$ cat config.mk
export PLATFORM = sky130hd
export DESIGN_NAME = mc_controller
export DESIGN_NICKNAME = d
export VERILOG_FILES = /design/src/rtl/arm_ctrl_pkg.sv /design/src/rtl/cond_logic.sv /design/src/rtl/mc_controller.sv
export SDC_FILE = /design/constraint.sdc
export NUM_CORES = 1
export LEC_CHECK = 0
export ABC_AREA = 1
export BUFFER_PORTS_ARGS = -buffer_cell sky130_fd_sc_hd__buf_2
export CORE_ASPECT_RATIO = 0.7
export CORE_MARGIN = 1.5
export CORE_UTILIZATION = 40
export DETAILED_ROUTE_END_ITERATION = 6
export PLACE_DENSITY_LB_ADDON = 0.1
export SLEW_MARGIN = 20
export SYNTH_ARGS = -nofsm -noshare
export SYNTH_HDL_FRONTEND = slang
export SYNTH_SLANG_ARGS = --single-unit
$ cat constraint.sdc
create_clock -name clk -period 1.2 [get_ports clk]
set_input_delay 0.18 -clock clk [delete_from_list [all_inputs] [get_ports clk]]
set_output_delay 0.18 -clock clk [all_outputs]
set_load 0.01 [all_outputs]
$ cat src/rtl/arm_ctrl_pkg.sv
// Shared encodings for the multicycle ARM-subset control unit: FSM states,
// instruction field codes, ALU control values and the condition-code evaluator.
package arm_ctrl_pkg;

  typedef enum logic [3:0] {
    S_FETCH    = 4'd0,
    S_DECODE   = 4'd1,
    S_MEMADR   = 4'd2,
    S_MEMREAD  = 4'd3,
    S_MEMWB    = 4'd4,
    S_MEMWRITE = 4'd5,
    S_EXECUTER = 4'd6,
    S_EXECUTEI = 4'd7,
    S_ALUWB    = 4'd8,
    S_BRANCH   = 4'd9,
    S_UNKNOWN  = 4'd10
  } state_e;

  localparam logic [1:0] OP_DP  = 2'b00;
  localparam logic [1:0] OP_MEM = 2'b01;
  localparam logic [1:0] OP_BR  = 2'b10;

  localparam logic [3:0] CMD_AND = 4'b0000;
  localparam logic [3:0] CMD_SUB = 4'b0010;
  localparam logic [3:0] CMD_ADD = 4'b0100;
  localparam logic [3:0] CMD_CMP = 4'b1010;
  localparam logic [3:0] CMD_ORR = 4'b1100;

  localparam logic [3:0] COND_EQ = 4'b0000;
  localparam logic [3:0] COND_NE = 4'b0001;
  localparam logic [3:0] COND_CS = 4'b0010;
  localparam logic [3:0] COND_CC = 4'b0011;
  localparam logic [3:0] COND_MI = 4'b0100;
  localparam logic [3:0] COND_PL = 4'b0101;
  localparam logic [3:0] COND_VS = 4'b0110;
  localparam logic [3:0] COND_VC = 4'b0111;
  localparam logic [3:0] COND_HI = 4'b1000;
  localparam logic [3:0] COND_LS = 4'b1001;
  localparam logic [3:0] COND_GE = 4'b1010;
  localparam logic [3:0] COND_LT = 4'b1011;
  localparam logic [3:0] COND_GT = 4'b1100;
  localparam logic [3:0] COND_LE = 4'b1101;
  localparam logic [3:0] COND_AL = 4'b1110;

  localparam logic [1:0] ALU_ADD = 2'b00;
  localparam logic [1:0] ALU_SUB = 2'b01;
  localparam logic [1:0] ALU_AND = 2'b10;
  localparam logic [1:0] ALU_ORR = 2'b11;

  // nzcv ordered {N,Z,C,V}; the reserved 1111 condition never executes.
  function automatic logic cond_eval(input logic [3:0] cond, input logic [3:0] nzcv);
    logic n, z, c, v;
    logic res;
    {n, z, c, v} = nzcv;
    case (cond)
      COND_EQ: res = z;
      COND_NE: res = ~z;
      COND_CS: res = c;
      COND_CC: res = ~c;
      COND_MI: res = n;
      COND_PL: res = ~n;
      COND_VS: res = v;
      COND_VC: res = ~v;
      COND_HI: res = c & ~z;
      COND_LS: res = ~c | z;
      COND_GE: res = (n == v);
      COND_LT: res = (n != v);
      COND_GT: res = ~z & (n == v);
      COND_LE: res = z | (n != v);
      COND_AL: res = 1'b1;
      default: res = 1'b0;
    endcase
    return res;
  endfunction

endpackage

$ cat src/rtl/cond_logic.sv
// NZCV flag register, condition evaluation and gating of every architectural
// write enable (including forcing them low while reset is asserted).
module cond_logic
  import arm_ctrl_pkg::*;
(
  input  logic       clk,
  input  logic       reset,
  input  logic [3:0] cond,
  input  logic [3:0] aluflags,
  input  logic [1:0] flagw,
  input  logic       flag_en,
  input  logic       nextpc,
  input  logic       branch,
  input  logic       regw,
  input  logic       memw,
  input  logic       irw,
  input  logic       rd_is_pc,
  input  logic       nowrite,
  output logic       pcwrite,
  output logic       regwrite,
  output logic       memwrite,
  output logic       irwrite
);

  logic [3:0] flags_q, flags_d;
  logic       condex;
  logic       pcs;

  assign condex = cond_eval(cond, flags_q);

  // Flags only move at the end of an execute cycle, so condex sees new flags next cycle.
  always_comb begin
    flags_d = flags_q;
    if (flag_en && flagw[1] && condex) flags_d[3:2] = aluflags[3:2];
    if (flag_en && flagw[0] && condex) flags_d[1:0] = aluflags[1:0];
  end

  always_ff @(posedge clk or posedge reset) begin
    if (reset) flags_q <= 4'b0000;
    else       flags_q <= flags_d;
  end

  assign pcs      = (rd_is_pc & regw) | branch;
  assign pcwrite  = ~reset & (nextpc | (pcs & condex));
  assign regwrite = ~reset & regw & condex & ~nowrite;
  assign memwrite = ~reset & memw & condex;
  assign irwrite  = ~reset & irw;

endmodule

$ cat src/rtl/mc_controller.sv
// Multicycle ARM-subset control unit: main FSM with Moore control outputs and
// the ALU command decoder; flags and write gating live in cond_logic.
module mc_controller
  import arm_ctrl_pkg::*;
(
  input  logic        clk,
  input  logic        reset,
  input  logic [19:0] instr,
  input  logic [3:0]  aluflags,
  output logic        pcwrite,
  output logic        memwrite,
  output logic        regwrite,
  output logic        irwrite,
  output logic        adrsrc,
  output logic        alusrca,
  output logic [1:0]  alusrcb,
  output logic [1:0]  resultsrc,
  output logic [1:0]  alucontrol,
  output logic [1:0]  immsrc,
  output logic [1:0]  regsrc
);

  logic [3:0] cond;
  logic [1:0] op;
  logic [5:0] funct;
  logic [3:0] rd;
  logic [3:0] cmd;
  logic       unused_rn;

  assign cond      = instr[19:16];
  assign op        = instr[15:14];
  assign funct     = instr[13:8];
  assign rd        = instr[3:0];
  assign cmd       = funct[4:1];
  assign unused_rn = ^instr[7:4];

  state_e state_q, state_d;

  always_ff @(posedge clk or posedge reset) begin
    if (reset) state_q <= S_FETCH;
    else       state_q <= state_d;
  end

  always_comb begin
    state_d = S_FETCH;
    case (state_q)
      S_FETCH:    state_d = S_DECODE;
      S_DECODE: begin
        case (op)
          OP_MEM:  state_d = S_MEMADR;
          OP_DP:   state_d = funct[5] ? S_EXECUTEI : S_EXECUTER;
          OP_BR:   state_d = S_BRANCH;
          default: state_d = S_UNKNOWN;
        endcase
      end
      S_MEMADR:   state_d = funct[0] ? S_MEMREAD : S_MEMWRITE;
      S_MEMREAD:  state_d = S_MEMWB;
      S_EXECUTER: state_d = S_ALUWB;
      S_EXECUTEI: state_d = S_ALUWB;
      default:    state_d = S_FETCH;
    endcase
  end

  logic nextpc, branch, regw, memw, irw, aluop;

  always_comb begin
    nextpc    = 1'b0;
    branch    = 1'b0;
    regw      = 1'b0;
    memw      = 1'b0;
    irw       = 1'b0;
    aluop     = 1'b0;
    adrsrc    = 1'b0;
    alusrca   = 1'b0;
    alusrcb   = 2'b00;
    resultsrc = 2'b00;
    case (state_q)
      S_FETCH: begin
        alusrca   = 1'b1;
        alusrcb   = 2'b10;
        resultsrc = 2'b10;
        irw       = 1'b1;
        nextpc    = 1'b1;
      end
      S_DECODE: begin
        alusrca   = 1'b1;
        alusrcb   = 2'b10;
        resultsrc = 2'b10;
      end
      S_MEMADR:   alusrcb = 2'b01;
      S_MEMREAD:  adrsrc  = 1'b1;
      S_MEMWB: begin
        resultsrc = 2'b01;
        regw      = 1'b1;
      end
      S_MEMWRITE: begin
        adrsrc = 1'b1;
        memw   = 1'b1;
      end
      S_EXECUTER: aluop = 1'b1;
      S_EXECUTEI: begin
        alusrcb = 2'b01;
        aluop   = 1'b1;
      end
      S_ALUWB:    regw = 1'b1;
      S_BRANCH: begin
        alusrcb   = 2'b01;
        resultsrc = 2'b10;
        branch    = 1'b1;
      end
      default: ;
    endcase
  end

  logic [1:0] flagw;
  logic       nowrite;

  always_comb begin
    alucontrol = ALU_ADD;
    flagw      = 2'b00;
    if (aluop) begin
      case (cmd)
        CMD_ADD: alucontrol = ALU_ADD;
        CMD_SUB: alucontrol = ALU_SUB;
        CMD_AND: alucontrol = ALU_AND;
        CMD_ORR: alucontrol = ALU_ORR;
        CMD_CMP: alucontrol = ALU_SUB;
        default: alucontrol = ALU_ADD;
      endcase
      flagw[1] = funct[0];
      flagw[0] = funct[0] & ((cmd == CMD_ADD) | (cmd == CMD_SUB) | (cmd == CMD_CMP));
    end
  end

  // Decoded for the whole instruction so CMP still suppresses the ALUWB write.
  assign nowrite = (op == OP_DP) && (cmd == CMD_CMP);

  assign immsrc = op;
  assign regsrc = {op == OP_MEM, op == OP_BR};

  cond_logic u_cond (
    .clk      (clk),
    .reset    (reset),
    .cond     (cond),
    .aluflags (aluflags),
    .flagw    (flagw),
    .flag_en  ((state_q == S_EXECUTER) || (state_q == S_EXECUTEI)),
    .nextpc   (nextpc),
    .branch   (branch),
    .regw     (regw),
    .memw     (memw),
    .irw      (irw),
    .rd_is_pc (rd == 4'b1111),
    .nowrite  (nowrite),
    .pcwrite  (pcwrite),
    .regwrite (regwrite),
    .memwrite (memwrite),
    .irwrite  (irwrite)
  );

endmodule

==> summary.txt <==
STA
  • Final setup TNS: -5.51 ns
  • Crit share post-route: 139%
  • Final setup violation count: 20
  • Worst clock skew: 0.00919 ns
  • Min Tclk post-route: 1.67 ns
  • Slew HR: 79.2%
  • Max Slew Vio Count: 0
  • Min setup slack post-route: -0.469 ns
  • Unrepaired setup endpoints after global routing: yes
  • Slew @ Worst Pin: 0.311 ns
  • Fmax: 599 MHz
  • Hold Fails Final Rpt: 0

Critical path
  • Data required time of the worst path: 1.02 ns
  • Critical path cell sequence: inv_2 > nand2_4 > nand2_1 > nand2_1 > a21boi_2 > nor2_2 > nand3_4 > nand3_1 > inv_2 > buf_2
  • Critical path's slowest cell: dfrtp_2
  • Worst setup SP type: flip-flop
  • Arrival @ worst endpoint: 1.49 ns
  • R2R cell count: 11
  • CP endpoint kind: output port
  • Worst-path fanout max: 4
  • CP peak stage delay: 0.44 ns
  • Kind of critical path: flip-flop to output port

Synthesis
  • Compound-Gate Fraction of Synth Area: 12.7%
  • Post-synthesis mux area share: 0%
  • Synth Area in Adders: 0%
  • #FFs+latches synth: 8
  • Synth Instances: 143
  • Mean Syn Cell Area: 5.74 sq um
  • Largest family of logic cells by synthesized area: simple AND/OR/NAND/NOR gates
  • Synth Area in Simple Gates: 46.5%
  • Synth warn: 0
  • Syn_nets: 169
  • Synth Cell Area: 821 sq um
  • Post-Synth XOR/XNOR Area: 0%
  • Register area share after synthesis: 24.4%
  • Post-synth cell types: 23

Clock tree
  • H-tree depth: 1
  • Clk pin slew, worst setup/hold paths: 0.06 ns
  • Clk sinks: 8
  • CTS tree: yes
  • Worst-Skew Late Latency: 0.26 ns
  • Clk buf depth: 2
  • Root Driver: clkbuf_4
  • Inserted Clock Buffers: 3

Floorplan
  • Starting Density: 43.5%
  • # IOs: 42
  • Core area: 1890 sq um
  • Num rows: 13
  • Die Span X: 57.1 um
  • Die ar.: 2340 sq um
  • Die height: 40.9 um

Finish
  • Post-layout net count: 238
  • Fillcell total: 158
  • Layout cells sized above 1: 54.8%
  • Ant diodes: 0
  • Synth-to-Final Area Change: 66.8%
  • Fin cells: 232

Power
  • Pwr dens: 1800 nW/um^2
  • LEAKAGE: 0.768 nW
  • VDD IR max: 1890 uV
  • Final Power: 2.47 mW

Global routing
  • Vias in the first global route: 944
  • Largest net degree at the start of global routing: 10
  • Grt ovf: 0
  • GRT Util Overall: 21.2%
  • First-pass GRT wire length: 3780 um
  • Initial antenna violation count: 0

Detailed routing
  • Routed Antenna Nets: 0
  • Drt first pass iters: 4
  • WL/cell: 10.8 um
  • Vias: 1123
  • Drt drc: 0
  • 1st-iter DRT viols: 21
  • Avg Vias per Cell: 4.84
  • Drt total wl: 2500 um

Place
  • DP Cell Count: 222
  • RePlAce Congestion: 0.746
  • IO Port Bufs: 37
  • DP HPWL: 1890 um

Hold path
  • Hold depth: 3
  • Worst Hold Class: input port to flip-flop

Status
  • Failing checks: setup timing
  • Status: finished with violations

Run
  • Max cap viols: 0
[critical path, delay by kind of cell (launching register included)]
kind,cells,cell delay [ns]
AOI/OAI and AO/OA,1,0.14
buffers and inverters,3,0.25
DFF,1,0.44
and+or+nand+nor,6,0.39
[where the power goes]
| part | leakage [nW] | switching (mW) | internal, mW | total, mW |
|---|---|---|---|---|
| Combinational | 0.652 | 0.896 | 0.867 | 1.76 |
| Clock | 0.0138 | 0.0994 | 0.115 | 0.214 |
| Sequential | 0.102 | 0.119 | 0.374 | 0.494 |
| Total | 0.768 | 1.11 | 1.36 | 2.47 |
[per-layer routing]
metal / track usage (%) / wire (um)
met1: 28.5 / 1210
met2: 38.5 / 1120
met4: 5.23 / 24
met5: 0 / 0
met3: 1.26 / 149
[state kept, by name, summed over array words and instances, names as in the netlist]
name	cells
state_q	4
u_cond.flags_q	4
[layout by cell type, fill, tap and decap left out, drive strengths merged, types with 2 or more instances in the layout]
cell	instances
a21oi	5
a31oi	2
buf	66
clkbuf	3
dfrtp	8
inv	28
nand2	39
nand3	21
nor2	21
nor3	2
o21ai	7
[cell type report]
class                           count  area (sq um)  area share [%]
Timing Repair Buffer               67           417            30.4
Inverter                           29           109            7.95
Tap cell                           22          27.5            2.01
Clock buffer                        3          22.5            1.65
Multi-Input combinational cell    103           591            43.1
Sequential cell                     8           203            14.8
[cells by family after synthesis]
kind of cell,after synthesis
flops,8
simple gates,85
compound gates,18
buf+inv,32
[metrics by stage]
stage | worst slack, ns | hold WS, ns | utilization, % | cell area (sq um)
floorplan | -0.0466 | -0.00434 | - | 825
global placement | -0.170 | 0.197 | 62.7 | 1180
detailed placement | -0.234 | 0.204 | 62.7 | 1180
CTS | -0.463 | 0.155 | 69.0 | 1300
global route | -0.569 | 0.175 | 72.5 | 1370
finish | -0.469 | 0.149 | 72.5 | 1370
[worst paths after layout]
| check | start | to | slack, ns |
|---|---|---|---|
| max reg2reg | u_cond.flags_q[0] | u_cond.flags_q[2] | -0.24 |
| min | aluflags[1] | u_cond.flags_q[1] | 0.15 |
| max | u_cond.flags_q[0] | regwrite | -0.47 |
| min reg2reg | u_cond.flags_q[1] | u_cond.flags_q[1] | 0.61 |
| max in group asynchronous | reset | u_cond.flags_q[0] | 0.42 |
| min in group asynchronous | reset | state_q[2] | 0.51 |
[Yosys cell counts]
library cell / instances / share of area, %
nor2_2: 1 / 0.76
o221ai_1: 1 / 1.1
a21boi_1: 1 / 0.91
inv_2: 1 / 0.46
clkinv_1: 1 / 0.46
nand2_1: 36 / 16
and3_1: 1 / 0.76
o21ai_0: 7 / 4.3
a21oi_1: 5 / 3.0
o311ai_0: 1 / 1.1
a31oi_1: 2 / 1.5
nand2_2: 3 / 2.3
inv_1: 27 / 12
nand3_4: 1 / 2.1
buf_4: 2 / 1.8
nand3_2: 1 / 1.2
dfrtp_1: 8 / 24
nor3_1: 2 / 1.2
nand3_1: 19 / 12
nand3b_1: 1 / 0.91
buf_6: 1 / 1.4
nor2_1: 20 / 9.1
o22ai_1: 1 / 0.76
[what timing repair did]
action	CTS	global route
resized for setup	19	24
pin swaps	3	8
hold buffers	1	0
cloned	0	0
buffers inserted	6	2
endpoints found under the setup margin	17	20
hold endpoints to repair	8	0
(Power assumes the default switching activity.)
